## config.mk

```make
export PLATFORM = sky130hd
export DESIGN_NAME = ahb2apb_bridge_param
export DESIGN_NICKNAME = d
export VERILOG_FILES = /design/src/rtl/bridge_pkg.sv /design/src/rtl/ahb2apb_bridge_param_decoder.sv /design/src/rtl/ahb2apb_bridge_param.sv
export SDC_FILE = /design/constraint.sdc
export NUM_CORES = 1
export LEC_CHECK = 0
export ABC_AREA = 1
export BUFFER_PORTS_ARGS = -buffer_cell sky130_fd_sc_hd__buf_4
export CAP_MARGIN = 5
export CORE_ASPECT_RATIO = 1.4
export CORE_MARGIN = 10
export CORE_UTILIZATION = 30
export CTS_BUF_LIST = sky130_fd_sc_hd__clkbuf_4 sky130_fd_sc_hd__clkbuf_8
export CTS_CLUSTER_DIAMETER = 60
export DETAILED_ROUTE_END_ITERATION = 16
export GPL_TIMING_DRIVEN = 0
export PLACE_DENSITY_LB_ADDON = 0.05
export SLEW_MARGIN = 15
export SYNTH_ARGS = -nofsm -noshare
export SYNTH_HDL_FRONTEND = slang
export SYNTH_SLANG_ARGS = --single-unit
export TNS_END_PERCENT = 100
```

## constraint.sdc

```tcl
create_clock -name clock -period 4.7 [get_ports clock]
set_clock_uncertainty 0.05 [all_clocks]
set_input_delay 0.47 -clock clock [delete_from_list [all_inputs] [get_ports clock]]
set_output_delay 0.47 -clock clock [all_outputs]
set_load 0.05 [all_outputs]
```

## src/rtl/bridge_pkg.sv

```systemverilog
// Shared types and the byte-strobe helper for the parametrised AHB-to-APB bridge.
package bridge_pkg;

    typedef enum logic [1:0] {
        HTRANS_IDLE   = 2'b00,
        HTRANS_BUSY   = 2'b01,
        HTRANS_NONSEQ = 2'b10,
        HTRANS_SEQ    = 2'b11
    } htrans_e;

    typedef enum logic [1:0] {
        HRESP_OKAY  = 2'b00,
        HRESP_ERROR = 2'b01
    } hresp_e;

    typedef enum logic [2:0] {
        ST_IDLE   = 3'd0,
        ST_WWAIT  = 3'd1,
        ST_SETUP  = 3'd2,
        ST_ACCESS = 3'd3,
        ST_ERR1   = 3'd4,
        ST_ERR2   = 3'd5
    } bridge_state_e;

    // Byte lanes for a transfer of 2**hsize bytes on a bus of 2**bus_log2 bytes.
    function automatic logic [7:0] calc_strb(input logic [2:0] hsize,
                                             input logic [2:0] addr_lo,
                                             input logic [1:0] bus_log2);
        logic [3:0] bus_bytes;
        logic [8:0] full_mask;
        logic [7:0] base;
        logic [2:0] off;
        bus_bytes = 4'd1 << bus_log2;
        full_mask = (9'd1 << bus_bytes) - 9'd1;
        case (hsize)
            3'd0:    base = 8'h01;
            3'd1:    base = 8'h03;
            3'd2:    base = 8'h0F;
            default: base = 8'hFF;
        endcase
        off = addr_lo & ~((3'd1 << hsize) - 3'd1) & (bus_bytes[2:0] - 3'd1);
        if (hsize >= {1'b0, bus_log2}) begin
            return full_mask[7:0];
        end else begin
            return base << off;
        end
    endfunction

endpackage

```

## src/rtl/ahb2apb_bridge_param_decoder.sv

```systemverilog
// Address-to-select decoder: one-hot APB select plus a flag for addresses beyond the last slave window.
module apb_slave_decoder
    import bridge_pkg::*;
#(
    parameter int NUM_SLAVES = 4,
    parameter int ADDR_WIDTH = 32,
    parameter int SLV_SPAN   = 12
) (
    input  logic [ADDR_WIDTH-1:0] addr_i,
    output logic [NUM_SLAVES-1:0] sel_o,
    output logic                  unmapped_o
);

    localparam int IDX_W = ADDR_WIDTH - SLV_SPAN;

    logic [IDX_W-1:0]    idx_s;
    logic [SLV_SPAN-1:0] unused_offset_s;

    // Every bit above the window offset counts, so aliases past the last slave are unmapped.
    assign idx_s           = addr_i[ADDR_WIDTH-1:SLV_SPAN];
    assign unused_offset_s = addr_i[SLV_SPAN-1:0];

    // Decode the window index into a one-hot select.
    always_comb begin
        sel_o      = '0;
        unmapped_o = (idx_s >= IDX_W'(NUM_SLAVES));
        for (int i = 0; i < NUM_SLAVES; i++) begin
            if (idx_s == IDX_W'(i)) begin
                sel_o[i] = 1'b1;
            end else begin
                sel_o[i] = 1'b0;
            end
        end
    end

endmodule

```

## src/rtl/ahb2apb_bridge_param.sv

```systemverilog
// AHB slave to APB master bridge with wait states, strobes and a wait-state timeout.
// Define APB_SLVERR_EN to build the two-cycle AHB ERROR response path.
module ahb2apb_bridge_param
    import bridge_pkg::*;
#(
    parameter int NUM_SLAVES  = 4,
    parameter int ADDR_WIDTH  = 32,
    parameter int DATA_WIDTH  = 32,
    parameter int SLV_SPAN    = 12,
    parameter int TIMEOUT_CYC = 255
) (
    input  logic                    clock,
    input  logic                    Hresetn,
    input  logic [1:0]              Htrans,
    input  logic [2:0]              Hsize,
    input  logic [2:0]              Hburst,
    input  logic                    Hreadyin,
    input  logic [ADDR_WIDTH-1:0]   Haddr,
    input  logic                    Hwrite,
    input  logic [DATA_WIDTH-1:0]   Hwdata,
    output logic [DATA_WIDTH-1:0]   Hrdata,
    output logic [1:0]              Hresp,
    output logic                    Hreadyout,
    output logic [NUM_SLAVES-1:0]   Pselx,
    output logic                    Penable,
    output logic                    Pwrite,
    output logic [ADDR_WIDTH-1:0]   Paddr,
    output logic [DATA_WIDTH-1:0]   Pwdata,
    output logic [DATA_WIDTH/8-1:0] Pstrb,
    input  logic [DATA_WIDTH-1:0]   Prdata,
    input  logic                    Pready,
    input  logic                    Pslverr
);

    localparam int STRB_W   = DATA_WIDTH / 8;
    localparam int BUS_LOG2 = $clog2(STRB_W);
    localparam int CNT_W    = (TIMEOUT_CYC > 0) ? $clog2(TIMEOUT_CYC + 1) : 1;

    bridge_state_e           state_q, state_d;
    logic [CNT_W-1:0]        cnt_q, cnt_d;
    logic [ADDR_WIDTH-1:0]   paddr_q, paddr_d;
    logic                    pwrite_q, pwrite_d;
    logic [DATA_WIDTH-1:0]   pwdata_q, pwdata_d;
    logic [STRB_W-1:0]       pstrb_q, pstrb_d;
    logic [DATA_WIDTH-1:0]   hrdata_q, hrdata_d;
    logic [NUM_SLAVES-1:0]   pselx_q, pselx_d;
    logic                    penable_q, penable_d;
    logic                    hreadyout_q, hreadyout_d;
    hresp_e                  hresp_q, hresp_d;

    htrans_e                 htrans_s;
    logic                    accept_s;
    logic                    timeout_s;
    logic [ADDR_WIDTH-1:0]   dec_addr_s;
    logic [NUM_SLAVES-1:0]   dec_sel_s;
    logic                    dec_unmapped_s;
    logic [7:0]              strb_full_s;
    logic                    unused_s;

    assign htrans_s    = htrans_e'(Htrans);
    assign accept_s    = Hreadyin && (htrans_s == HTRANS_NONSEQ || htrans_s == HTRANS_SEQ)
                         && (state_q == ST_IDLE || state_q == ST_ERR2);
    // Decode the incoming address on acceptance, the latched one while the transfer runs.
    assign dec_addr_s  = accept_s ? Haddr : paddr_q;
    assign strb_full_s = calc_strb(Hsize, Haddr[2:0], 2'(BUS_LOG2));
    assign timeout_s   = (TIMEOUT_CYC != 0) && ((32'(cnt_q) + 32'd1) >= 32'(TIMEOUT_CYC));
    assign unused_s    = ^{Hburst, Pslverr, strb_full_s};

    apb_slave_decoder #(
        .NUM_SLAVES (NUM_SLAVES),
        .ADDR_WIDTH (ADDR_WIDTH),
        .SLV_SPAN   (SLV_SPAN)
    ) u_decoder (
        .addr_i     (dec_addr_s),
        .sel_o      (dec_sel_s),
        .unmapped_o (dec_unmapped_s)
    );

    // Next-state, APB shadow registers and registered-output values.
    always_comb begin
        state_d  = state_q;
        cnt_d    = cnt_q;
        paddr_d  = paddr_q;
        pwrite_d = pwrite_q;
        pwdata_d = pwdata_q;
        pstrb_d  = pstrb_q;
        hrdata_d = hrdata_q;
        case (state_q)
            ST_IDLE, ST_ERR2: begin
                if (accept_s && dec_unmapped_s) begin
`ifdef APB_SLVERR_EN
                    state_d = ST_ERR1;
`else
                    state_d = ST_IDLE;
                    if (!Hwrite) begin
                        hrdata_d = '0;
                    end else begin
                        hrdata_d = hrdata_q;
                    end
`endif
                end else if (accept_s) begin
                    paddr_d  = Haddr;
                    pwrite_d = Hwrite;
                    pstrb_d  = Hwrite ? strb_full_s[STRB_W-1:0] : '0;
                    state_d  = Hwrite ? ST_WWAIT : ST_SETUP;
                end else begin
                    state_d = ST_IDLE;
                end
            end
            ST_WWAIT: begin
                pwdata_d = Hwdata;
                state_d  = ST_SETUP;
            end
            ST_SETUP: begin
                state_d = ST_ACCESS;
            end
            ST_ACCESS: begin
                if (Pready) begin
`ifdef APB_SLVERR_EN
                    if (Pslverr) begin
                        state_d = ST_ERR1;
                    end else begin
                        state_d  = ST_IDLE;
                        hrdata_d = pwrite_q ? hrdata_q : Prdata;
                    end
`else
                    state_d  = ST_IDLE;
                    hrdata_d = pwrite_q ? hrdata_q : Prdata;
`endif
                end else if (timeout_s) begin
`ifdef APB_SLVERR_EN
                    state_d = ST_ERR1;
`else
                    state_d = ST_IDLE;
`endif
                    hrdata_d = '0;
                end else begin
                    state_d = ST_ACCESS;
                    cnt_d   = (cnt_q == {CNT_W{1'b1}}) ? cnt_q : cnt_q + CNT_W'(1);
                end
            end
`ifdef APB_SLVERR_EN
            ST_ERR1: begin
                state_d = ST_ERR2;
            end
`endif
            default: begin
                state_d = ST_IDLE;
            end
        endcase

        if (state_d == ST_SETUP) begin
            cnt_d = '0;
        end else begin
            cnt_d = cnt_d;
        end

        hreadyout_d = (state_d == ST_IDLE) || (state_d == ST_ERR2);
        penable_d   = (state_d == ST_ACCESS);
        pselx_d     = (state_d == ST_SETUP || state_d == ST_ACCESS) ? dec_sel_s : '0;
`ifdef APB_SLVERR_EN
        hresp_d     = (state_d == ST_ERR1 || state_d == ST_ERR2) ? HRESP_ERROR : HRESP_OKAY;
`else
        hresp_d     = HRESP_OKAY;
`endif
    end

    // State and output registers; reset aborts any transfer in flight.
    always_ff @(posedge clock or negedge Hresetn) begin
        if (!Hresetn) begin
            state_q     <= ST_IDLE;
            cnt_q       <= '0;
            paddr_q     <= '0;
            pwrite_q    <= 1'b0;
            pwdata_q    <= '0;
            pstrb_q     <= '0;
            hrdata_q    <= '0;
            pselx_q     <= '0;
            penable_q   <= 1'b0;
            hreadyout_q <= 1'b1;
            hresp_q     <= HRESP_OKAY;
        end else begin
            state_q     <= state_d;
            cnt_q       <= cnt_d;
            paddr_q     <= paddr_d;
            pwrite_q    <= pwrite_d;
            pwdata_q    <= pwdata_d;
            pstrb_q     <= pstrb_d;
            hrdata_q    <= hrdata_d;
            pselx_q     <= pselx_d;
            penable_q   <= penable_d;
            hreadyout_q <= hreadyout_d;
            hresp_q     <= hresp_d;
        end
    end

    assign Hrdata    = hrdata_q;
    assign Hresp     = hresp_q;
    assign Hreadyout = hreadyout_q;
    assign Pselx     = pselx_q;
    assign Penable   = penable_q;
    assign Pwrite    = pwrite_q;
    assign Paddr     = paddr_q;
    assign Pwdata    = pwdata_q;
    assign Pstrb     = pstrb_q;

endmodule

```

==> results.md <==
- Status: finished clean
- Multi-input gate area: 2190 sq um
- Vert. Die Dim: 179 microns
- Setup violators final: 0
- Vias in the first global route: 5,411
- Pre-CTS setup slack: 2110 ps
- CTS resizes: 0
- Seq/Total Area, Yosys: 54.0%
- Worst setup EP type: flip-flop
- Vias/cell: 4.38
- MaxCap Viol Count: 0
- Gr usage total: 14.3%
- Initial core utilization: 30.4%
- Inserted Clock Buffers: 17
- Final core occ: 43.7%
- Via Count: 4,963
- Post-CTS setup buffer count: 0
- Final Cycle Share: 54.0%
- PwrDens: 755 nW/um^2
- Fill count: 1,911
- Clock root buffer: clkbuf_8
- Hold-fix buffers, CTS: 1
- Synth Instances: 649
- Leak Pwr: 4.21 nW
- Clock period minus worst slack: 2540 ps
- Largest net degree at the start of global routing: 74
- Worst Max-Slew Pin Slew: 579 ps
- H-tree depth: 4
- Skew-Pair Late Insertion Delay: 430 ps
- Area grow syn2layout: 43.8%
- Yosys top cell area share: 53.5%
- Fin. max-slew vios: 0
- Mapped cell area: 5430 sq um
- 1st-pass router iterations: 4
- Setup crit start kind: flip-flop
- Worst Hold Depth: 3
- Crit path required time: 4970 ps
- Clock sink count: 117
- CTS tree: built
- Initial DRC Count: 215
- Drt wl/cell: 15.2 microns
- Maximum clock rate: 394 MHz
- CTS clock-pin slew for the worst setup and hold paths: 70 ps
- Share of layout cells above drive strength 1: 34.3%
- Setup CP Type: flip-flop to flip-flop
- GP Congestion: 0.788
- Detailed placer's ending HPWL: 13,500 microns
- Mapped Avg Cell Area: 8.37 sq um
- Remaining antenna violation count after routing: 0
- DRC: 0
- CTS Buffer Depth: 2
- Nets: 993
- Ports: 219
- Setup tns final: 0 ps
- Final wirelength: 17,200 microns
- RSZ-0062 raised after global routing: false
- Setup ws final: 2160 ps
- Die ar.: 24,000 sq um
- Synthesized flop and latch total: 117
- Yosys synthesis warning count: 0
- Area leader, netlist: dfrtp_1
- Fin. Hold Viols: 0
- Synth top area cells: dfrtp_1 (53%), nand2_1 (17%), mux2_2 (6.6%), nand3_1 (4.8%), nor2_1 (3.6%)
- # port buffers: 210
- Die width: 134 microns
- VDD IR max: 0.325 mV
- Grt ovf: 0
- Sequential Area: 2930 sq um
- CP max FO: 10
- Core outline area: 17,900 sq um
- Worst R2R Path Depth: 15
- Row cnt: 58
- Inserted Diodes: 0
- Slew HR: 61.4%
- Initial antenna violation count: 0
- First-pass GRT wire length: 27,300 microns
- Crit path DAT: 2810 ps
- HP Class: primary input to flip-flop
- Post-synth cell types: 28
[power by group]
part           leakage, nW  internal, mW  switching, mW
logic                 2.46         0.956           2.24
registers             1.52          1.40          0.237
clock network        0.224         0.641          0.419
total                 4.21          3.00           2.89
[flip-flops by register name, indices dropped and copies added, names as in the netlist, 2 cells and up]
register,flops
Hrdata,32
Pselx,4
Pwdata,32
Paddr,32
cnt_q,8
state_q,2
Pstrb,4
[stage by stage]
stage | hold WS (ps) | power, mW | cell area (sq um) | cells
2_1_floorplan | 124 | 3.83 | 5430 | 650
3_3_place_gp | 412 | 4.85 | 7310 | 1100
3_5_place_dp | 387 | 4.90 | 7340 | 1101
4_1_cts | 148 | 5.99 | 7800 | 1133
5_1_grt | 153 | 6.27 | 7800 | 1133
6_report | 184 | 5.89 | 7800 | 1133
[cell families (layout without fill, tap and decap cells)]
family	Yosys count	in the layout	share of synthesized area, %
AO/OA/AOI/OAI	49	49	4.56
AND/OR/NAND/NOR	374	374	28.4
XOR/XNOR	1	1	0.161
adder cells (fa/ha/maj)	2	2	0.461
flip-flops	117	117	54.0
other	1	2	0.0691
multiplexers	32	32	6.64
buffers and inverters	73	316	5.72
[layout make-up]
| cell class | instances | area share, % |
|---|---|---|
| Clock inverter | 13 | 2.65 |
| Sequential cell | 117 | 37.5 |
| Inverter | 39 | 1.88 |
| Tap cell | 240 | 3.85 |
| Multi-Input combinational cell | 460 | 28.1 |
| Clock buffer | 18 | 3.17 |
| Timing Repair Buffer | 212 | 20.7 |
| Buffer | 34 | 2.10 |
[per-layer routing]
layer | GRT usage (%) | vias to the layer above | wire length [microns] | share of wire (%)
met5 | 0 | - | 0 | 0
met2 | 24.4 | 169 | 8440 | 49
met1 | 14.8 | 2263 | 6680 | 39
met3 | 7.40 | 19 | 1810 | 10
met4 | 4.95 | 0 | 274 | 1.6
li1 | - | 2512 | - | -
[final timing paths]
kind	start	endpoint	slack (ps)
worst max-delay path	cnt_q[0]$_DFFE_PN0P_	Hrdata[5]$_DFFE_PN0P_	2160
worst max register to register	cnt_q[0]$_DFFE_PN0P_	Hrdata[5]$_DFFE_PN0P_	2160
worst min-delay path	Haddr[11]	Paddr[11]$_DFFE_PN0P_	180
worst min register to register	Hrdata[2]$_DFFE_PN0P_	Hrdata[2]$_DFFE_PN0P_	430
max in group asynchronous	Hresetn	Hreadyout$_DFF_PN1_	3390
min in group asynchronous	Hresetn	Hrdata[6]$_DFFE_PN0P_	490
[cells in the final DEF (no fill, tap or decap), drive strengths merged, types with 2 or more instances in the layout]
master and count:
nand2 253, buf 232, dfrtp 116, nor2 56, nand3 52, inv 39
o21ai 38, mux2 32, clkbuf 31, a21oi 10, nand3b 7, clkinv 6
bufinv 5, nand4 3, ha 2, conb 2, clkinvlp 2, or2 2
[worst max-delay path: stages (launching register included)]
cell	delay (ps)
dfrtp_1	430
inv_1	100
ha_1	290
inv_1	70
a21oi_1	70
nor2_1	90
nand2_1	60
nor2_1	100
nand4_1	130
nand2_2	200
inv_1	210
nor2_4	200
nand2_2	110
buf_4	190
nand2_1	70
nand2_1	50
[synth_stat cells]
| cell type | n |
|---|---|
| inv_1 | 38 |
| o21a_1 | 1 |
| inv_2 | 1 |
| or2_2 | 1 |
| a21oi_1 | 10 |
| dfstp_2 | 1 |
| nor2_2 | 3 |
| o21ai_0 | 13 |
| xor2_1 | 1 |
| nor3_1 | 1 |
| ha_1 | 2 |
| nand2_2 | 5 |
| buf_2 | 14 |
| nand3_1 | 52 |
| nand4_1 | 3 |
| nand3b_1 | 7 |
| nand2_1 | 247 |
| buf_4 | 5 |
| nand2_4 | 1 |
| buf_1 | 2 |
| or2_1 | 1 |
| dfrtp_1 | 116 |
| clkbuf_1 | 13 |
| nor2_1 | 52 |
| nor2_4 | 1 |
| o21ai_1 | 25 |
| conb_1 | 1 |
| mux2_2 | 32 |
Power figures use the tool's default switching activity.
